File: config.mk
export PLATFORM = sky130hd
export DESIGN_NAME = sram_pattern_engine
export DESIGN_NICKNAME = d
export VERILOG_FILES = /design/src/rtl/sram_pattern_engine.sv
export SDC_FILE = /design/constraint.sdc
export NUM_CORES = 1
export LEC_CHECK = 0
export ABC_CLOCK_PERIOD_IN_PS = 3800
export BUFFER_PORTS_ARGS = -buffer_cell sky130_fd_sc_hd__buf_4
export CAP_MARGIN = 20
export CORE_UTILIZATION = 52
export CTS_CLUSTER_SIZE = 24
export DETAILED_ROUTE_END_ITERATION = 7
export PLACE_DENSITY = 0.76
export SYNTH_ARGS = -nofsm -noshare
export SYNTH_HDL_FRONTEND = slang
export SYNTH_SLANG_ARGS = --single-unit
File: constraint.sdc
create_clock -name clk -period 3.8 [get_ports clk]
set_input_delay 0.76 -clock clk [delete_from_list [all_inputs] [get_ports clk]]
set_output_delay 0.76 -clock clk [all_outputs]
set_load 0.005 [all_outputs]
File: src/rtl/sram_pattern_engine.sv
// SRAM pattern engine: fills memory with a ramp/constant/LFSR pattern, verifies it,
// then streams wrap-around read samples at a programmable pace.
module sram_pattern_engine #(
   parameter int          AW    = 19,
   parameter int          DW    = 8,
   parameter int          DIV_W = 8,
   parameter logic [15:0] SEED  = 16'hACE1
) (
   input  logic             clk,
   input  logic             rst,
   input  logic             start,
   input  logic             stop,
   input  logic [1:0]       mode,
   input  logic [DIV_W-1:0] rate,
   output logic             active,
   output logic             fill_done,
   output logic             verify_done,
   output logic [15:0]      err_cnt,
   output logic [DW-1:0]    sample,
   output logic             sample_valid,
   output logic             mem_en,
   output logic             mem_we,
   output logic [AW-1:0]    mem_addr,
   output logic [DW-1:0]    mem_wdata,
   input  logic             mem_busy,
   input  logic [DW-1:0]    mem_rdata,
   input  logic             mem_valid
);

   typedef enum logic [2:0] {
      S_IDLE, S_FILL, S_VREQ, S_VWAIT, S_PWAIT, S_PREQ, S_PRD
   } state_t;

   localparam logic [AW-1:0]    ADDR_ONE = AW'(1);
   localparam logic [DIV_W-1:0] PACE_ONE = DIV_W'(1);

   state_t             state_reg, state_next;
   logic [AW-1:0]      addr_reg, addr_next;
   logic [15:0]        lfsr_reg, lfsr_next;
   logic [1:0]         mode_reg, mode_next;
   logic [DIV_W-1:0]   pace_reg, pace_next;
   logic [15:0]        err_reg, err_next;
   logic               fill_done_reg, fill_done_next;
   logic               verify_done_reg, verify_done_next;
   logic [DW-1:0]      sample_reg, sample_next;
   logic               sample_valid_reg, sample_valid_next;
   logic               hold_reg, hold_next;

   logic [DW-1:0]      ramp_word;
   logic [DW-1:0]      pattern_word;
   logic [15:0]        lfsr_step;
   logic               last_addr;
   logic               req_state;
   logic               stop_ok;
   logic               accept;

   generate
      if (AW >= DW) begin : g_ramp_hi
         assign ramp_word = addr_reg[AW-1 -: DW];
      end else begin : g_ramp_lo
         assign ramp_word = {{(DW-AW){1'b0}}, addr_reg};
      end
   endgenerate

   // Fibonacci taps 16,14,13,11 in right-shift form
   assign lfsr_step = {lfsr_reg[0] ^ lfsr_reg[2] ^ lfsr_reg[3] ^ lfsr_reg[5], lfsr_reg[15:1]};
   assign last_addr = &addr_reg;

   always_comb begin
      case (mode_reg)
         2'd1:    pattern_word = SEED[DW-1:0];
         2'd2:    pattern_word = lfsr_reg[DW-1:0];
         default: pattern_word = ramp_word;
      endcase
   end

   // A request stalled by mem_busy must stay up, so stop only wins when nothing is held
   always_comb begin
      req_state = (state_reg == S_FILL) || (state_reg == S_VREQ) || (state_reg == S_PREQ);
      stop_ok   = stop && !hold_reg;
      mem_en    = req_state && !stop_ok;
      accept    = mem_en && !mem_busy;
      hold_next = mem_en && mem_busy;
   end

   always_comb begin
      state_next        = state_reg;
      addr_next         = addr_reg;
      lfsr_next         = lfsr_reg;
      mode_next         = mode_reg;
      pace_next         = pace_reg;
      err_next          = err_reg;
      fill_done_next    = fill_done_reg;
      verify_done_next  = verify_done_reg;
      sample_next       = sample_reg;
      sample_valid_next = 1'b0;

      case (state_reg)
         S_IDLE: begin
            if (start) begin
               mode_next        = mode;
               err_next         = 16'd0;
               fill_done_next   = 1'b0;
               verify_done_next = 1'b0;
               addr_next        = '0;
               lfsr_next        = SEED;
               state_next       = S_FILL;
            end
         end
         S_FILL: begin
            if (stop_ok) begin
               state_next = S_IDLE;
            end else if (accept) begin
               lfsr_next = lfsr_step;
               if (last_addr) begin
                  fill_done_next = 1'b1;
                  addr_next      = '0;
                  lfsr_next      = SEED;
                  state_next     = S_VREQ;
               end else begin
                  addr_next = addr_reg + ADDR_ONE;
               end
            end
         end
         S_VREQ: begin
            if (stop_ok) begin
               state_next = S_IDLE;
            end else if (accept) begin
               state_next = S_VWAIT;
            end
         end
         S_VWAIT: begin
            if (mem_valid) begin
               if ((mem_rdata != pattern_word) && (err_reg != 16'hFFFF)) begin
                  err_next = err_reg + 16'd1;
               end
               lfsr_next = lfsr_step;
               if (last_addr) begin
                  verify_done_next = 1'b1;
                  addr_next        = '0;
                  pace_next        = rate;
                  state_next       = (rate == '0) ? S_PREQ : S_PWAIT;
               end else begin
                  addr_next  = addr_reg + ADDR_ONE;
                  state_next = S_VREQ;
               end
            end
         end
         S_PWAIT: begin
            if (stop) begin
               state_next = S_IDLE;
            end else if (pace_reg <= PACE_ONE) begin
               pace_next  = '0;
               state_next = S_PREQ;
            end else begin
               pace_next = pace_reg - PACE_ONE;
            end
         end
         S_PREQ: begin
            if (stop_ok) begin
               state_next = S_IDLE;
            end else if (accept) begin
               state_next = S_PRD;
            end
         end
         S_PRD: begin
            if (mem_valid) begin
               sample_next       = mem_rdata;
               sample_valid_next = 1'b1;
               addr_next         = addr_reg + ADDR_ONE;
               pace_next         = rate;
               state_next        = (rate == '0) ? S_PREQ : S_PWAIT;
            end
         end
         default: state_next = S_IDLE;
      endcase
   end

   always_ff @(posedge clk) begin
      if (rst) begin
         state_reg        <= S_IDLE;
         addr_reg         <= '0;
         lfsr_reg         <= SEED;
         mode_reg         <= 2'd0;
         pace_reg         <= '0;
         err_reg          <= 16'd0;
         fill_done_reg    <= 1'b0;
         verify_done_reg  <= 1'b0;
         sample_reg       <= '0;
         sample_valid_reg <= 1'b0;
         hold_reg         <= 1'b0;
      end else begin
         state_reg        <= state_next;
         addr_reg         <= addr_next;
         lfsr_reg         <= lfsr_next;
         mode_reg         <= mode_next;
         pace_reg         <= pace_next;
         err_reg          <= err_next;
         fill_done_reg    <= fill_done_next;
         verify_done_reg  <= verify_done_next;
         sample_reg       <= sample_next;
         sample_valid_reg <= sample_valid_next;
         hold_reg         <= hold_next;
      end
   end

   assign active       = (state_reg != S_IDLE);
   assign fill_done    = fill_done_reg;
   assign verify_done  = verify_done_reg;
   assign err_cnt      = err_reg;
   assign sample       = sample_reg;
   assign sample_valid = sample_valid_reg;
   assign mem_we       = (state_reg == S_FILL);
   assign mem_addr     = addr_reg;
   assign mem_wdata    = (state_reg == S_FILL) ? pattern_word : '0;

endmodule

==> out/metrics.csv <==
metric;value;unit
result of the run;finished clean;
critical path data required time;3.04;ns
Max clock buf depth;2;
Final Setup Violations;0;
class of the tightest hold or removal check;register to register;
via count of the first global-routing pass;3778;
yosys warns;0;
switching share of total power;30.83;%
total leakage power;0.001845;uW
max FFs per register;19;
share of final-layout standard cells stronger than drive strength 1;21.57;%
total wire length after detailed routing;11070;um
most common library cell in the layout ignoring fill and taps;sky130_fd_sc_hd__buf_4;
placeable core area;7848;um2
total half-perimeter wirelength after legalization and detailed placement;7904;um
Tot Pwr;2205;uW
Layout Skew;0.006911;ns
Clk pin slew, worst setup/hold paths;0.08;ns
VDD IR-drop max;0.2136;mV
Antenna Cells;0;
wire length of the first global-routing pass;17940;um
slew of the pin with the lowest slew margin;0.7036;ns
clock tree from TritonCTS;built;
data arrival time at the worst-slack endpoint;2.16;ns
Num CTS Buffers;9;
max-slew violations;0;
ratio of routed vias to standard cells;6.047;
most frequent cells in the layout;82 x sky130_fd_sc_hd__buf_4, 76 x sky130_fd_sc_hd__dfxtp_1, 45 x sky130_fd_sc_hd__nand2_1;
Clk network pwr share;35.2;%
die span in x;92.99;um
Post-CTS Setup Inserts;0;
cell count after synthesis;532;
Post-synth top flop;sky130_fd_sc_hd__dfxtp_1;
RSZ-0062 raised after global routing;false;
switching power;679.9;uW
launching element type of the critical path;register;
Rows;32;
maximum number of pins on one net before global-route repair;38;
fill cell total of the finished layout;680;
area of the die;8647;um2
number of nets in the finished design;623;
utilization after layout;65.34;%
final critical path time including I/O delays and setup;2.916;ns
GRT Resource Usage Total;25.82;%
grt ovf;0;
net count after synthesis;562;
startpoint-to-endpoint class of the critical path;register to primary output;
clock insertion delay at the later pin of the skew report;0.35;ns
PostCTS Resize Cnt;0;
sequential element share of the synthesized area;35.34;%
final instance count without filler cells;700;
design internal power;1525;uW
starting DRC count in detailed routing;315;
final setup slack of the worst path;0.8842;ns
area taken by flip-flops and latches;1521;um2
root buffer cell;sky130_fd_sc_hd__clkbuf_8;
average wire per standard cell;15.82;um
clock net sink count;76;
number of maximum-capacitance constraint violations;0;
antenna violations before repair;0;
H-tree levels;3;
number of failing hold endpoints at the final stage;0;
Synth Register Bits;76;
IO buf count;80;
part of the cycle the worst path needs;76.73;%
number of flops mapped to enable cells by yosys;0;
Routed Antenna Nets;0;
Layout Area Growth over Synthesis;19.09;%
Pre-Repair DR Iteration Count;5;
mapped cell area;4305;um2
post-route setup TNS;0;ns
max frequency;0.3430;GHz
pre-CTS setup slack;0.9810;ns
Cell Pwr Density;430.1;nW/um2
vertical die dimension;92.99;um
Placed Instances;684;
share of total power in sequential cells;41.2;%
proportion of power drawn by combinational gates;23.6;%
Routability Congestion;0.8687;
element type at the critical path end;primary output;
Initial Util;54.86;%
Hold Buf Count CTS;0;
detailed-route DRC error count;0;
via count;4233;
async set or reset register ratio after synthesis;0;%
largest fanout on the critical path;19;
mean instance size in the synthesized netlist;8.093;um2
total area of multi-input combinational cells;2507;um2
unique cell type count in the Yosys netlist;73;
top-level port count;81;
Max transition margin;52.70;%
## metrics by stage
step / area [um2] / hold WS, ns
3_3_place_gp: 4877 / 0.4427
5_1_grt: 5127 / 0.4793
2_1_floorplan: 4305 / 0.4311
3_5_place_dp: 4877 / 0.4488
6_report: 5127 / 0.4565
4_1_cts: 5127 / 0.4595
## Yosys cell counts, types with 3 or more instances
| cell type | n | area, um2 |
|---|---|---|
| sky130_fd_sc_hd__nand3_2 | 3 | 30.03 |
| sky130_fd_sc_hd__buf_2 | 13 | 65.06 |
| sky130_fd_sc_hd__o32ai_1 | 4 | 35.03 |
| sky130_fd_sc_hd__or2_2 | 4 | 25.02 |
| sky130_fd_sc_hd__a31oi_1 | 4 | 25.02 |
| sky130_fd_sc_hd__clkbuf_1 | 15 | 56.30 |
| sky130_fd_sc_hd__ha_1 | 6 | 75.07 |
| sky130_fd_sc_hd__a32oi_1 | 9 | 78.83 |
| sky130_fd_sc_hd__o21ai_0 | 16 | 80.08 |
| sky130_fd_sc_hd__nor4_1 | 14 | 87.58 |
| sky130_fd_sc_hd__and3_1 | 5 | 31.28 |
| sky130_fd_sc_hd__or3_1 | 15 | 93.84 |
| sky130_fd_sc_hd__o21ai_2 | 6 | 52.55 |
| sky130_fd_sc_hd__a21oi_1 | 44 | 220.2 |
| sky130_fd_sc_hd__nand4_1 | 15 | 93.84 |
| sky130_fd_sc_hd__o21ai_1 | 15 | 75.07 |
| sky130_fd_sc_hd__nor3_1 | 9 | 45.04 |
| sky130_fd_sc_hd__nand3b_1 | 7 | 52.55 |
| sky130_fd_sc_hd__xnor2_1 | 7 | 61.31 |
| sky130_fd_sc_hd__or2_0 | 3 | 18.77 |
| sky130_fd_sc_hd__o32a_1 | 3 | 30.03 |
| sky130_fd_sc_hd__a22o_1 | 7 | 61.31 |
| sky130_fd_sc_hd__a2bb2oi_1 | 3 | 26.28 |
| sky130_fd_sc_hd__nor2_1 | 39 | 146.4 |
| sky130_fd_sc_hd__nand2b_1 | 7 | 43.79 |
| sky130_fd_sc_hd__o22a_1 | 5 | 43.79 |
| sky130_fd_sc_hd__xor2_1 | 13 | 113.9 |
| sky130_fd_sc_hd__dfxtp_1 | 76 | 1521 |
| sky130_fd_sc_hd__nor2b_1 | 8 | 50.05 |
| sky130_fd_sc_hd__nand3_1 | 23 | 115.1 |
| sky130_fd_sc_hd__a211oi_1 | 12 | 90.09 |
| sky130_fd_sc_hd__inv_1 | 27 | 101.4 |
| sky130_fd_sc_hd__nand2_1 | 45 | 168.9 |
## cell families after synthesis
logic type                 count (synthesis)  synth area share [%]
AOI/OAI and AO/OA                        146                 23.13
buffers and inverters                     60                 6.422
xor gates and xnor gates                  20                 4.069
and+or+nand+nor                          222                 28.54
DFF                                       76                 35.34
adders and majority gates                  6                 1.744
muxes                                      2                0.7556
## worst paths after layout
| path | from | to | slack (ns) | cells after the start |
|---|---|---|---|---|
| setup / recovery | state_reg[0] | mem_wdata[7] | 0.88 | 4 |
| hold reg to reg | sample[0] | sample[0] | 0.46 | 2 |
| hold / removal | sample[0] | sample[0] | 0.46 | 2 |
| setup reg to reg | mode_reg[0] | err_cnt[0] | 0.94 | 8 |
## power by group through the flow
stage          combinational, uW  clock [uW]  sequential [uW]
6_report                     521         776              908
5_1_grt                      568         824              916
4_1_cts                      517         786              906
3_5_place_dp                 513           0              925
3_3_place_gp                 500           0              924
2_1_floorplan                407           0              891
## area by class of cell
cell class	count	share of cell area (%)
well taps	102	2.489
clock inverters	4	1.855
inverters	28	2.050
flip-flops and latches	76	29.67
repair buffers	82	12.01
clock buffers	12	3.026
multi-input cells	396	48.90
## critical path: stages, from the launching register on
cell and delay [ns]:
sky130_fd_sc_hd__dfxtp_1 0.68, sky130_fd_sc_hd__nor2b_1 0.29, sky130_fd_sc_hd__nand2b_1 0.27, sky130_fd_sc_hd__nor3_1 0.39, sky130_fd_sc_hd__buf_4 0.18
## per-layer routing
layer,global-route usage [%],part of all wire (%),vias up
met3,4.065,7.0,15
met2,40.63,45,171
met4,10.77,1.8,0
met1,35.14,46,1973
met5,0,0,-
li1,-,-,2074
(Power assumes the default switching activity.)
